<file path="config.mk">
export PLATFORM = sky130hd
export DESIGN_NAME = calc_entry
export DESIGN_NICKNAME = d
export VERILOG_FILES = /design/src/rtl/calc_pkg.sv /design/src/rtl/bin2bcd.sv /design/src/rtl/calc_entry.sv
export SDC_FILE = /design/constraint.sdc
export NUM_CORES = 1
export LEC_CHECK = 0
export ABC_AREA = 1
export CORE_UTILIZATION = 60
export CTS_BUF_LIST = sky130_fd_sc_hd__clkbuf_16
export CTS_CLUSTER_SIZE = 8
export DETAILED_ROUTE_END_ITERATION = 8
export PLACE_DENSITY = 0.82
export SYNTH_ARGS = -nofsm -noshare
export SYNTH_HDL_FRONTEND = slang
export SYNTH_SLANG_ARGS = --single-unit
</file>
<file path="constraint.sdc">
create_clock -name clk -period 4.3 [get_ports clk]
set_input_delay 1.29 -clock clk [delete_from_list [all_inputs] [get_ports clk]]
set_output_delay 1.29 -clock clk [all_outputs]
set_load 0.005 [all_outputs]
</file>
<file path="src/rtl/calc_pkg.sv">
// -----------------------------------------------------------------------------
// calc_pkg -- shared definitions for the keypad calculator entry block.
//   Key codes, operator and FSM state encodings, the largest displayable value,
//   the operand record (BCD digits + binary value + digit count) and helpers
//   for digit entry and significant-digit counting.
// -----------------------------------------------------------------------------
package calc_pkg;

    localparam logic [3:0]  KEY_ADD    = 4'hA;
    localparam logic [3:0]  KEY_SUB    = 4'hB;
    localparam logic [3:0]  KEY_MUL    = 4'hC;
    localparam logic [3:0]  KEY_CE     = 4'hD;
    localparam logic [3:0]  KEY_EQ     = 4'hE;
    localparam logic [3:0]  KEY_CA     = 4'hF;

    localparam logic [26:0] MAX_VALUE  = 27'd99_999_999;
    localparam int          CONV_STEPS = 27;

    typedef enum logic [1:0] {
        OP_ADD = 2'd0,
        OP_SUB = 2'd1,
        OP_MUL = 2'd2
    } op_t;

    typedef enum logic [2:0] {
        S_A    = 3'd0,
        S_OP   = 3'd1,
        S_B    = 3'd2,
        S_CALC = 3'd3,
        S_CONV = 3'd4,
        S_RES  = 3'd5,
        S_ERR  = 3'd6
    } state_t;

    typedef struct packed {
        logic [31:0] bcd;
        logic [26:0] bin;
        logic [3:0]  len;
    } operand_t;

    localparam operand_t OPND_ZERO = '{bcd: 32'd0, bin: 27'd0, len: 4'd1};

    // Append one decimal digit; a zero operand is replaced rather than grown,
    // and a full operand is left untouched.
    function automatic operand_t enter_digit(input operand_t cur,
                                             input logic [3:0] d,
                                             input logic [3:0] max_len);
        operand_t nxt;
        nxt = cur;
        if (cur.bin == 27'd0) begin
            nxt.bcd = {28'd0, d};
            nxt.bin = {23'd0, d};
            nxt.len = 4'd1;
        end else if (cur.len < max_len) begin
            nxt.bcd = {cur.bcd[27:0], d};
            nxt.bin = (cur.bin * 27'd10) + {23'd0, d};
            nxt.len = cur.len + 4'd1;
        end else begin
            nxt = cur;
        end
        return nxt;
    endfunction

    // Number of significant BCD digits (at least one, so zero shows "0").
    function automatic logic [3:0] bcd_len(input logic [31:0] v);
        logic [3:0] n;
        n = 4'd1;
        for (int i = 1; i < 8; i++) begin
            n = (v[4*i +: 4] != 4'd0) ? 4'(i + 1) : n;
        end
        return n;
    endfunction

endpackage

</file>
<file path="src/rtl/bin2bcd.sv">
// -----------------------------------------------------------------------------
// bin2bcd -- sequential double-dabble converter, one iteration per clock.
//   clk, rst    : clock, asynchronous active-low reset
//   start_i     : load bin_i and begin a 27-step conversion
//   abort_i     : cancel any conversion in flight (wins over start_i)
//   bin_i[26:0] : binary value to convert
//   done_o      : one-cycle pulse once bcd_o holds the finished result
//   bcd_o[31:0] : eight BCD digits, [3:0] least significant
// -----------------------------------------------------------------------------
module bin2bcd
    import calc_pkg::*;
(
    input  logic        clk,
    input  logic        rst,
    input  logic        start_i,
    input  logic        abort_i,
    input  logic [26:0] bin_i,
    output logic        done_o,
    output logic [31:0] bcd_o
);

    logic [31:0] bcd_q, bcd_d;
    logic [26:0] sh_q, sh_d;
    logic [4:0]  cnt_q, cnt_d;
    logic        run_q, run_d;
    logic        done_q, done_d;
    logic [31:0] adj_s;

    // Add-3 correction of every digit that would overflow on the next shift
    always_comb begin
        adj_s = bcd_q;
        for (int i = 0; i < 8; i++) begin
            if (bcd_q[4*i +: 4] >= 4'd5) begin
                adj_s[4*i +: 4] = bcd_q[4*i +: 4] + 4'd3;
            end else begin
                adj_s[4*i +: 4] = bcd_q[4*i +: 4];
            end
        end
    end

    // Next-state: abort beats start, start beats a running iteration
    always_comb begin
        bcd_d  = bcd_q;
        sh_d   = sh_q;
        cnt_d  = cnt_q;
        run_d  = run_q;
        done_d = 1'b0;
        if (abort_i) begin
            run_d = 1'b0;
            cnt_d = 5'd0;
        end else if (start_i) begin
            bcd_d = 32'd0;
            sh_d  = bin_i;
            cnt_d = 5'd0;
            run_d = 1'b1;
        end else if (run_q) begin
            // shift {bcd, bin} left by one after correction
            bcd_d = {adj_s[30:0], sh_q[26]};
            sh_d  = {sh_q[25:0], 1'b0};
            cnt_d = cnt_q + 5'd1;
            if (cnt_q == 5'(CONV_STEPS - 1)) begin
                run_d  = 1'b0;
                done_d = 1'b1;
            end else begin
                run_d  = 1'b1;
                done_d = 1'b0;
            end
        end else begin
            run_d = 1'b0;
        end
    end

    // Converter state registers
    always_ff @(posedge clk or negedge rst) begin
        if (!rst) begin
            bcd_q  <= 32'd0;
            sh_q   <= 27'd0;
            cnt_q  <= 5'd0;
            run_q  <= 1'b0;
            done_q <= 1'b0;
        end else begin
            bcd_q  <= bcd_d;
            sh_q   <= sh_d;
            cnt_q  <= cnt_d;
            run_q  <= run_d;
            done_q <= done_d;
        end
    end

    assign done_o = done_q;
    assign bcd_o  = bcd_q;

endmodule

</file>
<file path="src/rtl/calc_entry.sv">
// -----------------------------------------------------------------------------
// calc_entry -- keypad entry and result sequencing for a two-operand calculator.
//   clk, rst         : clock, asynchronous active-low reset
//   key_en, key_num  : one-cycle key strobe and key code (0-9, A..F)
//   disp_bcd/len/neg/err : registered display image
//   busy             : result computation or conversion in progress
//   done             : one-cycle pulse when a result first reaches the display
// Build option: define CALC_MUL_EN to enable key C (multiply); otherwise key C
// is ignored everywhere and no multiplier exists.
// -----------------------------------------------------------------------------
module calc_entry
    import calc_pkg::*;
#(
    parameter int DIGITS = 8
) (
    input  logic        clk,
    input  logic        rst,
    input  logic        key_en,
    input  logic [3:0]  key_num,
    output logic [31:0] disp_bcd,
    output logic [3:0]  disp_len,
    output logic        disp_neg,
    output logic        disp_err,
    output logic        busy,
    output logic        done
);

    localparam logic [3:0] MAX_LEN = 4'(DIGITS);

    state_t      state_q, state_d;
    operand_t    a_q, a_d, b_q, b_d;
    op_t         op_q, op_d;
    logic [26:0] res_bin_q, res_bin_d;
    logic        res_neg_q, res_neg_d;
    logic [31:0] disp_bcd_q, disp_bcd_d;
    logic [3:0]  disp_len_q, disp_len_d;
    logic        disp_neg_q, disp_neg_d, disp_err_q, disp_err_d;
    logic        busy_q, busy_d, done_q, done_d;

    logic        key_digit_s, key_op_s, key_mul_s, key_ce_s, key_eq_s, key_ca_s;
    op_t         key_op_code_s;
    operand_t    a_next_s, b_next_s, new_s;
    logic [53:0] calc_val_s;
    logic        calc_neg_s, calc_ovf_s;
    logic        conv_start_s, conv_abort_s, conv_done_s;
    logic [31:0] conv_bcd_s;

`ifdef CALC_MUL_EN
    assign key_mul_s = key_en && (key_num == KEY_MUL);
`else
    assign key_mul_s = 1'b0;
`endif

    assign key_digit_s = key_en && (key_num <= 4'd9);
    assign key_op_s    = key_mul_s || (key_en && ((key_num == KEY_ADD) || (key_num == KEY_SUB)));
    assign key_ce_s    = key_en && (key_num == KEY_CE);
    assign key_eq_s    = key_en && (key_num == KEY_EQ);
    assign key_ca_s    = key_en && (key_num == KEY_CA);

    assign a_next_s = enter_digit(a_q, key_num, MAX_LEN);
    assign b_next_s = enter_digit(b_q, key_num, MAX_LEN);
    assign new_s    = enter_digit(OPND_ZERO, key_num, MAX_LEN);

    // Operator code for the pressed key
    always_comb begin
        key_op_code_s = OP_ADD;
        case (key_num)
            KEY_SUB: key_op_code_s = OP_SUB;
            KEY_MUL: key_op_code_s = OP_MUL;
            default: key_op_code_s = OP_ADD;
        endcase
    end

    // Arithmetic on the held operands; subtraction yields magnitude plus sign
    always_comb begin
        calc_val_s = 54'd0;
        calc_neg_s = 1'b0;
        case (op_q)
            OP_ADD: calc_val_s = 54'(a_q.bin) + 54'(b_q.bin);
            OP_SUB: begin
                if (a_q.bin < b_q.bin) begin
                    calc_val_s = 54'(b_q.bin - a_q.bin);
                    calc_neg_s = 1'b1;
                end else begin
                    calc_val_s = 54'(a_q.bin - b_q.bin);
                    calc_neg_s = 1'b0;
                end
            end
`ifdef CALC_MUL_EN
            OP_MUL: calc_val_s = 54'(a_q.bin) * 54'(b_q.bin);
`endif
            default: calc_val_s = 54'd0;
        endcase
    end

    assign calc_ovf_s = (calc_val_s > 54'(MAX_VALUE));

    bin2bcd u_bin2bcd (
        .clk     (clk),
        .rst     (rst),
        .start_i (conv_start_s),
        .abort_i (conv_abort_s),
        .bin_i   (calc_val_s[26:0]),
        .done_o  (conv_done_s),
        .bcd_o   (conv_bcd_s)
    );

    // Next-state and display logic of the entry FSM
    always_comb begin
        state_d      = state_q;
        a_d          = a_q;
        b_d          = b_q;
        op_d         = op_q;
        res_bin_d    = res_bin_q;
        res_neg_d    = res_neg_q;
        disp_bcd_d   = disp_bcd_q;
        disp_len_d   = disp_len_q;
        disp_neg_d   = disp_neg_q;
        disp_err_d   = disp_err_q;
        busy_d       = busy_q;
        done_d       = 1'b0;
        conv_start_s = 1'b0;
        conv_abort_s = 1'b0;

        if (key_ca_s) begin
            state_d      = S_A;
            a_d          = OPND_ZERO;
            b_d          = OPND_ZERO;
            op_d         = OP_ADD;
            res_bin_d    = 27'd0;
            res_neg_d    = 1'b0;
            disp_bcd_d   = 32'd0;
            disp_len_d   = 4'd1;
            disp_neg_d   = 1'b0;
            disp_err_d   = 1'b0;
            busy_d       = 1'b0;
            conv_abort_s = 1'b1;
        end else begin
            case (state_q)
                S_A: begin
                    if (key_digit_s) begin
                        a_d        = a_next_s;
                        disp_bcd_d = a_next_s.bcd;
                        disp_len_d = a_next_s.len;
                    end else if (key_op_s) begin
                        op_d    = key_op_code_s;
                        state_d = S_OP;
                    end else if (key_ce_s) begin
                        a_d        = OPND_ZERO;
                        disp_bcd_d = 32'd0;
                        disp_len_d = 4'd1;
                    end else begin
                        state_d = S_A;
                    end
                end
                S_OP: begin
                    if (key_digit_s) begin
                        b_d        = new_s;
                        disp_bcd_d = new_s.bcd;
                        disp_len_d = new_s.len;
                        state_d    = S_B;
                    end else if (key_op_s) begin
                        op_d = key_op_code_s;
                    end else begin
                        state_d = S_OP;
                    end
                end
                S_B: begin
                    if (key_digit_s) begin
                        b_d        = b_next_s;
                        disp_bcd_d = b_next_s.bcd;
                        disp_len_d = b_next_s.len;
                    end else if (key_ce_s) begin
                        b_d        = OPND_ZERO;
                        disp_bcd_d = 32'd0;
                        disp_len_d = 4'd1;
                    end else if (key_eq_s) begin
                        state_d = S_CALC;
                        busy_d  = 1'b1;
                    end else begin
                        state_d = S_B;
                    end
                end
                S_CALC: begin
                    if (calc_ovf_s) begin
                        state_d    = S_ERR;
                        busy_d     = 1'b0;
                        disp_bcd_d = 32'd0;
                        disp_len_d = 4'd1;
                        disp_neg_d = 1'b0;
                        disp_err_d = 1'b1;
                    end else begin
                        state_d      = S_CONV;
                        conv_start_s = 1'b1;
                        res_bin_d    = calc_val_s[26:0];
                        res_neg_d    = calc_neg_s;
                    end
                end
                S_CONV: begin
                    if (conv_done_s) begin
                        state_d    = S_RES;
                        busy_d     = 1'b0;
                        done_d     = 1'b1;
                        disp_bcd_d = conv_bcd_s;
                        disp_len_d = bcd_len(conv_bcd_s);
                        disp_neg_d = res_neg_q;
                        disp_err_d = 1'b0;
                    end else begin
                        state_d = S_CONV;
                    end
                end
                S_RES, S_ERR: begin
                    if (key_digit_s) begin
                        state_d    = S_A;
                        a_d        = new_s;
                        b_d        = OPND_ZERO;
                        res_neg_d  = 1'b0;
                        disp_bcd_d = new_s.bcd;
                        disp_len_d = new_s.len;
                        disp_neg_d = 1'b0;
                        disp_err_d = 1'b0;
                    end else if (key_op_s && (state_q == S_RES) && !res_neg_q) begin
                        // chain: the shown result becomes operand A
                        a_d     = '{bcd: disp_bcd_q, bin: res_bin_q, len: disp_len_q};
                        op_d    = key_op_code_s;
                        state_d = S_OP;
                    end else begin
                        state_d = state_q;
                    end
                end
                default: begin
                    state_d = S_A;
                end
            endcase
        end
    end

    // Entry FSM and display registers
    always_ff @(posedge clk or negedge rst) begin
        if (!rst) begin
            state_q    <= S_A;
            a_q        <= OPND_ZERO;
            b_q        <= OPND_ZERO;
            op_q       <= OP_ADD;
            res_bin_q  <= 27'd0;
            res_neg_q  <= 1'b0;
            disp_bcd_q <= 32'd0;
            disp_len_q <= 4'd1;
            disp_neg_q <= 1'b0;
            disp_err_q <= 1'b0;
            busy_q     <= 1'b0;
            done_q     <= 1'b0;
        end else begin
            state_q    <= state_d;
            a_q        <= a_d;
            b_q        <= b_d;
            op_q       <= op_d;
            res_bin_q  <= res_bin_d;
            res_neg_q  <= res_neg_d;
            disp_bcd_q <= disp_bcd_d;
            disp_len_q <= disp_len_d;
            disp_neg_q <= disp_neg_d;
            disp_err_q <= disp_err_d;
            busy_q     <= busy_d;
            done_q     <= done_d;
        end
    end

    assign disp_bcd = disp_bcd_q;
    assign disp_len = disp_len_q;
    assign disp_neg = disp_neg_q;
    assign disp_err = disp_err_q;
    assign busy     = busy_q;
    assign done     = done_q;

endmodule

</file>
Word-level counts from Yosys, hierarchy flattened
Cells that the tools add are included.
{ "totals": {"register_bits": 265, "output_inout_bits": 40, "elab_cells": 251} }
{ "classes": {"addsub": 16, "n_mul": 2, "n_lt_le_gt_ge": 13, "n_eq_ne": 37, "mux": 116, "bitwise": 1, "reduce_logical": 45} }
{ "op_table": {"columns": ["operator", "count"], "rows": [
  ["$mux W63", 14],
  ["$mux W32", 10],
  ["$pmux W63 S3", 1],
  ["$pmux W32 S5", 1],
  ["$mux W27", 5],
  ["$pmux W63 S2", 1],
  ["$pmux W54 S2", 1],
  ["$mux W4", 16],
  ["$sub A27 B27 Y28", 2],
  ["$add A27 B4 Y27", 2],
  ["$gt A54 B27 Y1 const B", 1],
  ["$logic_not A27 Y1", 2],
  ["$mul A27 B3 Y26 const B", 2],
  ["$mux W54", 1],
  ["$mux W3", 15],
  ["$reduce_bool A4 Y1", 10],
  ["$ge A4 B3 Y1 const B", 8],
  ["$mux W1", 32],
  ["$ne A3 B3 Y1 const B", 10],
  ["$add A27 B27 Y28", 1],
  ["$add A4 B2 Y4 const B", 7],
  ["$lt A27 B27 Y1", 1],
  ["$eq A4 B4 Y1 const B", 6],
  ["$ne A4 B4 Y1 const B", 6],
  ["37 further kinds", 75]
]} }

Logic depth before layout (Yosys ltp)
Gate-level depths: netlist of run 1.
{ "logic_depth": {"depth_word": 11, "ltp_mapped": 34} }

Cells and area by module
From an unflattened synthesis of run 1, not the netlist that was laid out.
{ "unflattened": {"cells_unflattened": 3764, "area_unflattened_um2": 24591.1} }
{ "by_module_without_submodules": {"columns": ["mod", "n_inst", "cells_per_inst", "area_each_um2"], "rows": [
  ["calc_entry", 1, 3306, 20927.6],
  ["bin2bcd", 1, 458, 3663.5]
]} }

Worst setup path after synthesis of run 1
No wires, ideal clock.
{ "synth_path": {"path_kind": "input to register", "startpoint": "in key_num[2]", "endpoint": "reg a_q[30] (netlist name)", "setup_time_ns": 0.117, "arrival_time_ns": 3.692, "t_required_ns": 4.183, "setup_slack_ns": 0.492, "path_stages": 19, "path_buffers": 0, "cell_sequence": "ha_1 -> nand2_1 -> nand2_1 -> a21oi_1 -> or2_2 -> nor2_1 -> nand2_1 -> nor2_1 -> nand2_1 -> nor2_1 -> nand2_1 -> nor4_1 -> nand3_1 -> nor2_1 -> nand3b_1 -> nand3_1 -> nand2_1 -> nand2_1 -> nand2_1"} }
{ "synth_via": {"elab_chain_cells": 7, "word_cells_on_any_way": 25, "classes_between": "add/sub (1); order compare (1); eq/ne (8); mux (6); reduce/logical (9)"} }
{ "synth_rtl": {"columns": ["item", "line", "rtl"], "rows": [
  ["start: declaration", "calc_entry.sv:19", "input logic [3:0] key_num,"],
  ["parallel branches: the longest is 7 deep, another holds $add A27 B4 Y27", null, null],
  ["end signal: assignment", "calc_entry.sv:242", "a_q <= OPND_ZERO;"],
  ["end signal: assignment", "calc_entry.sv:255", "a_q <= a_d;"],
  ["end: declaration", "calc_entry.sv:31", "operand_t a_q, a_d, b_q, b_d;"]
]} }
Several ways; the timed one is not identified. The select of a mux whose other input is x is not followed.
A chain may end at the register's enable or synchronous reset.

Worst setup path after layout of run 1
{ "layout_path": {"startpoint": "reg a_q[22] (netlist name)", "endpoint": "reg u_bin2bcd.sh_q[6]"} }
{ "layout_via": {"elab_chain_cells": 9, "word_cells_on_any_way": 13, "classes_between": "add/sub (3); order compare (2); mux (6); reduce/logical (2)"} }
{ "layout_rtl": {"columns": ["item", "line", "rtl"], "rows": [
  ["$sub A27 B27 Y28 (tied with other cells)", "calc_entry.sv:85", "calc_val_s = 54'(a_q.bin - b_q.bin);"],
  ["$mux W54", "calc_entry.sv:81", "if (a_q.bin < b_q.bin) begin"],
  ["$pmux W54 S2 *", "calc_entry.sv:78", "case (op_q)"],
  ["$gt A54 B27 Y1", "calc_entry.sv:96", "assign calc_ovf_s = (calc_val_s > 54'(MAX_VALUE));"],
  ["$mux W1", "calc_entry.sv:185", "if (calc_ovf_s) begin"],
  ["$mux W1", "calc_entry.sv:139", "case (state_q)"],
  ["$mux W1", "calc_entry.sv:125", "if (key_ca_s) begin"],
  ["$reduce_bool A2 Y1 (no line)", null, null],
  ["$reduce_and A2 Y1 (no line)", null, null],
  ["end signal: assignment", "bin2bcd.sv:77", "sh_q <= 27'd0;"],
  ["end signal: assignment", "bin2bcd.sv:83", "sh_q <= sh_d;"],
  ["end: declaration", "bin2bcd.sv:23", "logic [26:0] sh_q, sh_d;"]
]} }
Every way passes the cells marked *; elsewhere a longest branch is shown, timed or not.

==> results.toml, run 1 <==
[power_and_ir_drop]
finalPower_mw = 20.1
peakVddDrop_v = 0.000587
power_density_nw_per_um2 = 709
leakagePower_nw = 15.0

[critical_path]
crit_top_cell = "nand2_1"
slowest_delay_ns = 0.39
cp_max_fo = 14
critPathLaunchType = "register"
required_ns = 4.76
crit_type = "register to register"
slowest_stage = "dfrtp_1"
cp-end-kind = "register"
arrival_ns = 4.65

[sta]
worstMarginPinSlew_ns = 1.27
fin_ws_ns = 0.109
fin_tns_setup_ns = 0
relSlewSlack = 0.148
holdWs_ns = 0.473
hold_viol_final = 0
setup_viol = 0
clock_skew_ns = 0.0163
fmax_mhz = 239
slew_violations = 0
fin_crit_ns = 4.19
finalCritPeriodShare = 0.975

[clocking]
cts_sinks = 265
cts_made_buffers = 39
clockBufferDepth = 3
cts_tree = "built"
root_buffer = "clkbuf_16"
insertion_delay_ns = 0.57
hold_buffers = 0
htreeDepth = 2
clk_pin_slew_ns = 0.05

[place]
place_ws_ns = -0.350
io_buffers = 46
dp.cells = 4414
hpwl_um = 67600
gp_congestion = 1.03
dpl_cell_area_um2 = 27100

[synth]
async_flop_share = 1.00
syn_area_um2 = 24500
syn-num-nets = 3949
synth_area_per_cell_um2 = 6.55
synth_top_area_cell = "dfrtp_1"
ys_seq_elements = 265
synth_ff_type = "dfrtp_1"
synthTopCellsByArea = "dfrtp_1 (27%), nand2_1 (16%), ha_1 (10%)"
synth-warning-count = 0
synth-edff-count = 0
syn_inst = 3738
synth_top_cell_area_share = 0.268
yosysSeqAreaShare = 0.271
synth.most_common_cell = "nand2_1"
synth_commonest_cells = "nand2_1 (1,064), inv_1 (522), o21ai_0 (306)"
synth_cell_type_count = 61

[grt]
track_usage = 0.421
grt_pass1_wl_um = 137000
grt_max_degree = 74
antenna_found_initial = 2
grt_overflow = 0
grt_pass1_vias = 25200

[floorplanning]
core_area_um2 = 40000
start_util = 0.612
io_pins = 47
rows = 73
dieArea_um2 = 41600
dieWidth_um = 204
fp.dieH_um = 204

[routing]
post_drt_wl_per_cell_um = 19.9
drtAntennaViolNets = 0
drc_errors = 0
drtIter0Drc = 3583
num_vias = 27500
dr.pass1.iters = 6
routed_wl_um = 89100
avgViaCountPerCell = 6.13

[cells_and_area]
stdcell_area_um2 = 28400
final_nets = 4154
syn_to_final_growth_pct = 16.2
fill_cells = 3393
ff_latch_area_um2 = 6640
final_util = 0.711
drive_gt1_frac = 0.103
final_cells = 4478
multi_input_area_um2 = 15300

[job]
maxCapViolCount = 0

[worst_hold_path]
hold_path.class = "register to register"

[status]
outcome = "finished, final reports clean"
[logic make-up after synthesis]
family,Yosys count,synth area share
AND/OR/NAND/NOR,1733,0.298
buffers and inverters,690,0.111
flip-flops,265,0.271
XOR/XNOR,86,0.0308
adder cells (fa/ha/maj),204,0.106
AO/OA/AOI/OAI,760,0.183
[final cells by class]
type | instances | share of cell area
multi-input combinational | 2783 | 0.538
sequential | 265 | 0.233
antenna | 1 | 0.0000880
clock inverter | 11 | 0.00238
inverter | 537 | 0.0709
tap | 525 | 0.0231
clock buffer | 39 | 0.0343
timing repair buffer | 317 | 0.0982
[layer usage]
metal | track usage | wire, um | vias up | share of wire
li1 | - | - | 12800 | -
met1 | 0.611 | 37100 | 12700 | 0.42
met2 | 0.621 | 37500 | 1737 | 0.42
met3 | 0.0910 | 11800 | 236 | 0.13
met4 | 0.128 | 2600 | 2 | 0.029
met5 | 0 | 13 | - | 0.00015
[power breakdown]
part           internal (mW)  switching (mW)  leakage, nW
Combinational           4.85            8.68         11.0
Sequential              3.21           0.630         3.44
Clock                   1.61            1.16        0.542
Total                   9.67            10.5         15.0
[final timing paths]
path	from	depth (start not counted)	endpoint	slack, ns
max reg2reg	a_q[22]	25	u_bin2bcd.sh_q[6]	0.11
min in group asynchronous	rst	1	b_q[28]	0.69
min reg2reg	res_bin_q[12]	2	res_bin_q[12]	0.47
max in group asynchronous	rst	2	state_q[1]	2.69
max	a_q[22]	25	u_bin2bcd.sh_q[6]	0.11
min	res_bin_q[12]	2	res_bin_q[12]	0.47
[state kept, by name, summed over array words and instances (netlist names), 2 cells and up]
signal and count:
op_q 2, disp_len 4, a_q 63, b_q 63, u_bin2bcd.bcd_o 32, res_bin_q 27
disp_bcd 32, u_bin2bcd.sh_q 27, state_q 3, u_bin2bcd.cnt_q 5
[placed cells by master (no fill, tap or decap), types with 23 or more instances in the layout]
cell type	netlist	layout
a21oi_1	192	190
a22o_1	26	26
a31oi_1	23	23
buf_4	10	248
clkbuf_16	0	43
clkdlybuf4s50_1	0	44
dfrtp_1	262	262
ha_1	197	195
inv_1	522	529
nand2_1	1064	1055
nand3_1	240	237
nand4_1	93	93
nor2_1	239	223
nor3_1	36	33
o21ai_0	306	301
o221ai_1	25	25
o22ai_1	62	62
xnor2_1	26	26
xor2_1	60	59
[what timing repair did]
action / CTS / global route
endpoints found under the setup margin: 0 / 132
gates resized for setup: 0 / 38
setup buffers: 0 / 9
[critical path: cells and delay by family, from the launching register on]
family	cells	cell delay [ns]
compound gates	3	0.84
simple gates	15	1.72
fa+ha+maj	1	0.29
flops	1	0.39
buf+inv	6	0.84
Note: power is estimated with default switching activity, not from simulation.
==> run 2, diff against run 1 <==
Settings changed: SKIP_CTS_REPAIR_TIMING set to 1.
==> results of run 2 <==
Same layout as run 1: the final DEF is identical, and so are final timing and power.
